<file path="src/rtl/ccss_reg_pkg.sv">
// Shared register-map definitions for the register read/write decoders.
// Holds the register select codes, register count and read-port FSM encodings.
package ccss_reg_pkg;

   localparam int NUM_REGS   = 14;
   localparam int REG_DATA_W = 16;

   // Register select codes (code 0 and 15..31 are unmapped)
   localparam logic [4:0] REG_N    = 5'd1;
   localparam logic [4:0] REG_M    = 5'd2;
   localparam logic [4:0] REG_P    = 5'd3;
   localparam logic [4:0] REG_ROW  = 5'd4;
   localparam logic [4:0] REG_COL  = 5'd5;
   localparam logic [4:0] REG_CURR = 5'd6;
   localparam logic [4:0] REG_SUM  = 5'd7;
   localparam logic [4:0] REG_AVAL = 5'd8;
   localparam logic [4:0] REG_STA  = 5'd9;
   localparam logic [4:0] REG_STB  = 5'd10;
   localparam logic [4:0] REG_STC  = 5'd11;
   localparam logic [4:0] REG_A    = 5'd12;
   localparam logic [4:0] REG_B    = 5'd13;
   localparam logic [4:0] REG_AC   = 5'd14;

   // Read-port FSM encodings
   localparam logic [0:0] RFR_IDLE  = 1'b0;
   localparam logic [0:0] RFR_DRIVE = 1'b1;

   // True when the code selects a mapped register
   function automatic logic reg_code_valid(input logic [4:0] code);
      return (code >= REG_N) && (code <= REG_AC);
   endfunction

endpackage

</file>
<file path="src/rtl/rfr_sel_mux.sv">
// Combinational register select for the read port: picks one DATA_W slice
// of the flattened register bank, flags whether the code is mapped, and
// produces the one-hot of the selected register. Unmapped codes give zero data.
import ccss_reg_pkg::*;

module rfr_sel_mux #(
   parameter int DATA_W = 16
) (
   input  logic [4:0]                 sel,
   input  logic [NUM_REGS*DATA_W-1:0] regs_flat,
   output logic [DATA_W-1:0]          data,
   output logic                       code_ok,
   output logic [NUM_REGS-1:0]        onehot
);

   // Decode the select code into data, valid flag and one-hot
   always_comb begin
      data    = '0;
      onehot  = '0;
      code_ok = reg_code_valid(sel);
      for (int k = 0; k < NUM_REGS; k++) begin
         if (sel == 5'(k + 1)) begin
            data      = regs_flat[k*DATA_W +: DATA_W];
            onehot[k] = 1'b1;
         end
      end
   end

endmodule

</file>
<file path="src/rtl/rfr_read_port.sv">
// Register read port: snapshots the selected register onto the shared read
// bus and holds it under a valid/ack handshake.
//
// Handshake: a request is taken on a rising edge where rd_req & rd_ready.
// The captured word appears on bus_data with bus_valid=1 one cycle later and
// is held stable until a rising edge where bus_ack=1; that same edge may take
// the next request so a consumer acking every cycle sees one word per cycle.
// bus_ack while bus_valid=0 has no effect.
//
// Optional feature: define RFR_PARITY_EN to register even parity of the bus
// word on bus_par; otherwise bus_par is tied low.
import ccss_reg_pkg::*;

module rfr_read_port #(
   parameter int DATA_W   = 16,
   parameter int NUM_REGS = 14   // fixed by the register map
) (
   input  logic                       clk,
   input  logic                       rst_n,
   input  logic                       rd_req,
   input  logic [4:0]                 rd_sel,
   output logic                       rd_ready,
   input  logic [NUM_REGS*DATA_W-1:0] regs_flat,
   output logic [DATA_W-1:0]          bus_data,
   output logic                       bus_valid,
   input  logic                       bus_ack,
   output logic                       rd_err,
   output logic [NUM_REGS-1:0]        rd_onehot,
   output logic                       bus_par,
   output logic                       state_dbg
);

   logic [0:0]          state;
   logic [DATA_W-1:0]   mux_data;
   logic                mux_ok;
   logic [NUM_REGS-1:0] mux_onehot;
   logic                accept;
   logic                release_bus;

   rfr_sel_mux #(
      .DATA_W (DATA_W)
   ) u_sel_mux (
      .sel       (rd_sel),
      .regs_flat (regs_flat),
      .data      (mux_data),
      .code_ok   (mux_ok),
      .onehot    (mux_onehot)
   );

   assign rd_ready    = (state == RFR_IDLE) | ((state == RFR_DRIVE) & bus_ack);
   assign accept      = rd_req & rd_ready;
   assign release_bus = (state == RFR_DRIVE) & bus_ack & ~rd_req;
   assign bus_valid   = (state == RFR_DRIVE);
   assign state_dbg   = state;

   // FSM and capture registers: load on accept, clear when the bus drains
   always_ff @(posedge clk) begin
      if (!rst_n) begin
         state     <= RFR_IDLE;
         bus_data  <= '0;
         rd_err    <= 1'b0;
         rd_onehot <= '0;
      end else if (accept) begin
         state     <= RFR_DRIVE;
         bus_data  <= mux_data;
         rd_err    <= ~mux_ok;
         rd_onehot <= mux_onehot;
      end else if (release_bus) begin
         state     <= RFR_IDLE;
         bus_data  <= '0;
         rd_err    <= 1'b0;
         rd_onehot <= '0;
      end
   end

`ifdef RFR_PARITY_EN
   // Parity tracks the captured word; unmapped codes carry zero data, so parity 0
   always_ff @(posedge clk) begin
      if (!rst_n) begin
         bus_par <= 1'b0;
      end else if (accept) begin
         bus_par <= ^mux_data;
      end else if (release_bus) begin
         bus_par <= 1'b0;
      end
   end
`else
   assign bus_par = 1'b0;
`endif

endmodule

</file>
<file path="config.mk">
export PLATFORM = sky130hd
export DESIGN_NAME = rfr_read_port
export DESIGN_NICKNAME = d
export VERILOG_FILES = /design/src/rtl/ccss_reg_pkg.sv /design/src/rtl/rfr_sel_mux.sv /design/src/rtl/rfr_read_port.sv
export SDC_FILE = /design/constraint.sdc
export NUM_CORES = 1
export LEC_CHECK = 0
export ABC_AREA = 1
export CAP_MARGIN = 30
export CORE_ASPECT_RATIO = 1.5
export CORE_UTILIZATION = 25
export DETAILED_ROUTE_END_ITERATION = 8
export PLACE_DENSITY = 0.67
export SLEW_MARGIN = 20
export SYNTH_ARGS = -nofsm -noshare
export SYNTH_HDL_FRONTEND = slang
export SYNTH_SLANG_ARGS = --single-unit
</file>
<file path="constraint.sdc">
create_clock -name clk -period 1.6 [get_ports clk]
set_input_delay 0.24 -clock clk [delete_from_list [all_inputs] [get_ports clk]]
set_output_delay 0.24 -clock clk [all_outputs]
set_load 0.05 [all_outputs]
</file>
==> key figures <==
Critical path
  • Worst setup EP type: flop
  • Worst Path Required: roughly 1.8 ns
  • Worst setup path class: in -> reg
  • CP max-delay cell: or2_1
  • Crit path DAT: 1.76 ns
  • Cell family with most CP delay: simple AND/OR/NAND/NOR gates
  • Crit-path max FO: 7
  • Buf/Inv on CP: 3
  • Worst stage delay on the critical path: approximately 0.2 ns
  • Worst path cell trace: buf_8 > nor2_4 > nand4_1 > buf_6 > buf_6 > or2_1 > nand2_1 > nand4_1 > nand2_1 > nand4_1 > nor2_2 > nand3_1 > nand2_1 > a21oi_1
  • Critical path launch point type: primary input

Status
  • Status: complete, but fails checks
  • Failing checks: setup timing

Power and ir drop
  • Pleak: about 3.0 nW
  • Pwr/cell area: about 460 mW/mm^2
  • Worst VDD drop: approximately 0.00048 V
  • Overall Power: 3.12 mW

CTS
  • Worst-path clk slew: 0.06 ns
  • Clk Latency, worst-skew pair: ~0.28 ns
  • CTS Buf Count: 5
  • Root buffer cell: clkbuf_16
  • Hold buffer count at CTS: 0
  • Total clock sinks: 32
  • CTS max path bufs: 2
  • H-tree depth: 2
  • CTS tree: done

Route
  • Via count: ~5,000
  • Starting DRT DRC Count: 156
  • 1st-pass router iterations: 4
  • Top Layer Used: met5
  • DR vias/cell: between 4 and 5
  • Post-detailed-route count of antenna-violating nets: 0
  • Post-Route M1 WL: 6440 um
  • Total wire length: roughly 17,000 um
  • Met3 Wirelength: around 1300 um
  • DRC Markers: 0
  • Met2 WL post-DR: between 9000 and 10,000 um
  • Drt wl/cell: ~16 um

Logic synthesis
  • Post-synth top area cell: nand2_1
  • Top cells by area in the synthesized netlist: nand2_1 31%, dfxtp_1 20%, a21oi_1 8.5%
  • Sequential fraction of the synthesis area: 0.197
  • Async SR Flop Fraction: 0
  • Synth warn: 0
  • Synth top cells by count: 268 x nand2_1, 55 x a21oi_1, 54 x nor2_1, 45 x inv_1, 35 x nand4_1
  • Cells after synthesis: approximately 610
  • Syn Area/Cell: roughly 5.3 um^2
  • Yosys top cell area share: 0.310
  • Count leader, synth: nand2_1
  • Syn_nets: roughly 850
  • Cell variety after synth: 28
  • Most used flip-flop cell after synthesis: dfxtp_1
  • EDFF count, synth: 0
  • Synthesized flop and latch total: 32
  • Mapped cell area: approximately 0.0032 mm^2

Die
  • Num ports: around 270
  • Die outline area: around 0.013 mm^2
  • Die width: roughly 95 um
  • Vert. Die Dim: about 140 um
  • Starting Density: 0.258
  • Core area: about 0.013 mm^2
  • Std cell rows: 50

Cells and area
  • Reg area: around 640 um^2
  • Share of cells above drive strength 1: 0.185
  • Ant diodes: 0
  • Multi-input gate area in the final layout: 0.00234 mm^2
  • # fillers: around 1,300
  • # nets final: roughly 1,200
  • Synthesis-to-finish area growth: 110%
  • Post-route cell area: 0.00682 mm^2
  • Final std cells w/o fill: around 1,100

Place
  • Final GP Congestion: between 0.8 and 0.9
  • Cell Area, Placed: 0.00642 mm^2
  • Number of port buffers: around 270
  • Final HPWL DP: 13,900 um
  • Placed Cells: approximately 1,100

STA
  • Final setup fails: 1
  • Unrepaired setup endpoints after global routing: yes
  • Fin. Hold Viols: 0
  • Final Cycle Share: 1.01
  • Fin. max-slew vios: 0
  • Worst Skew: ~0.0053 ns
  • Max Fclk: just over 600 MHz
  • Final WS setup: -0.00944 ns
  • Fin Setup TNS: -0.00944 ns
  • Fin crit period: 1.61 ns
  • Worst Hold Margin: approximately 0.46 ns

Global route
  • Overall Global Routing Usage: 0.243
  • First-pass GRT wire length: around 25,000 um
  • Initial antenna violation count: 1
  • Global route overflow: 0
  • Vias in the first global route: 4,792
  • Pin count of the biggest net entering global routing: 33

Hold path
  • HP Class: reg -> reg

Flow run
  • Total of max-cap violations: 0
==> through the flow <==
step	utilization	worst slack [ns]
6_report	0.542	-0.00944
5_1_grt	0.542	-0.144
2_1_floorplan	-	0.0155
3_3_place_gp	0.511	-0.771
4_1_cts	0.527	-0.0770
3_5_place_dp	0.511	-0.796
==> final cells by class <==
| type | instances | area share |
|---|---|---|
| clock buffers | 5 | 0.0184 |
| clock inverters | 2 | 0.00184 |
| inverters | 55 | 0.0321 |
| multi-input cells | 494 | 0.343 |
| flip-flops and latches | 32 | 0.0941 |
| well taps | 156 | 0.0286 |
| repair buffers | 342 | 0.481 |
| repair inverters | 1 | 0.000918 |
==> timing repair <==
item / in CTS / in global routing
gates resized for setup: 33 / 44
hold endpoints to repair: 0 / 0
cloned: 1 / 2
endpoints found under the setup margin: 17 / 16
pin swaps: 16 / 43
buffers inserted: 6 / 6
==> cell usage in the layout (no fill, tap or decap), drive strengths merged <==
| cell | Yosys | layout |
|---|---|---|
| a21oi | 55 | 55 |
| nand4 | 35 | 35 |
| nand3 | 34 | 34 |
| buf | 18 | 115 |
| conb | 1 | 1 |
| dfxtp | 32 | 32 |
| clkinv | 3 | 5 |
| nand2 | 269 | 269 |
| inv | 52 | 52 |
| clkinvlp | 0 | 1 |
| nand3b | 2 | 2 |
| a32o | 1 | 1 |
| nor2 | 65 | 65 |
| or2 | 25 | 25 |
| o21ai | 5 | 5 |
| clkdlybuf4s50 | 0 | 227 |
| clkbuf | 13 | 5 |
| nor3 | 2 | 2 |
==> where the power goes <==
part	internal (mW)	switching, mW
combinational	0.763	0.575
clock	0.564	0.361
sequential	0.831	0.0205
==> cell families (layout without fill, tap and decap cells) <==
family / after synthesis / count (layout) / synth area share
flops: 32 / 32 / 0.197
simple gates: 432 / 432 / 0.594
other cells: 1 / 1 / 0.00115
compound gates: 61 / 61 / 0.0956
buf+inv: 86 / 405 / 0.112
==> tightest hold or removal path: cells and delay by family (launching register included) <==
kind	cells	cell delay (ns)
and+or+nand+nor	1	0.06
DFF	1	0.31
AOI/OAI and AO/OA	1	0.05
==> registers in the layout (all words and copies together), names as in the netlist <==
name,flops
bus_data,16
bus_valid,1
rd_err,1
rd_onehot,14
==> final timing paths <==
| kind | startpoint | endpoint | slack [ns] | cells after the start |
|---|---|---|---|---|
| hold / removal | rd_onehot[0] | rd_onehot[0] | 0.46 | 2 |
| hold reg to reg | rd_onehot[0] | rd_onehot[0] | 0.46 | 2 |
| setup reg to reg | bus_valid | bus_data[1] | 0.30 | 7 |
| setup / recovery | rd_sel[2] | bus_data[0] | -0.009 | 14 |
==> routing by layer <==
| metal | track usage | up-vias |
|---|---|---|
| met2 | 0.471 | 211 |
| li1 | - | 2564 |
| met4 | 0.0654 | 2 |
| met3 | 0.0627 | 27 |
| met1 | 0.248 | 2213 |
| met5 | 0 | - |
No activity file was read; power rests on OpenSTA's default activity.
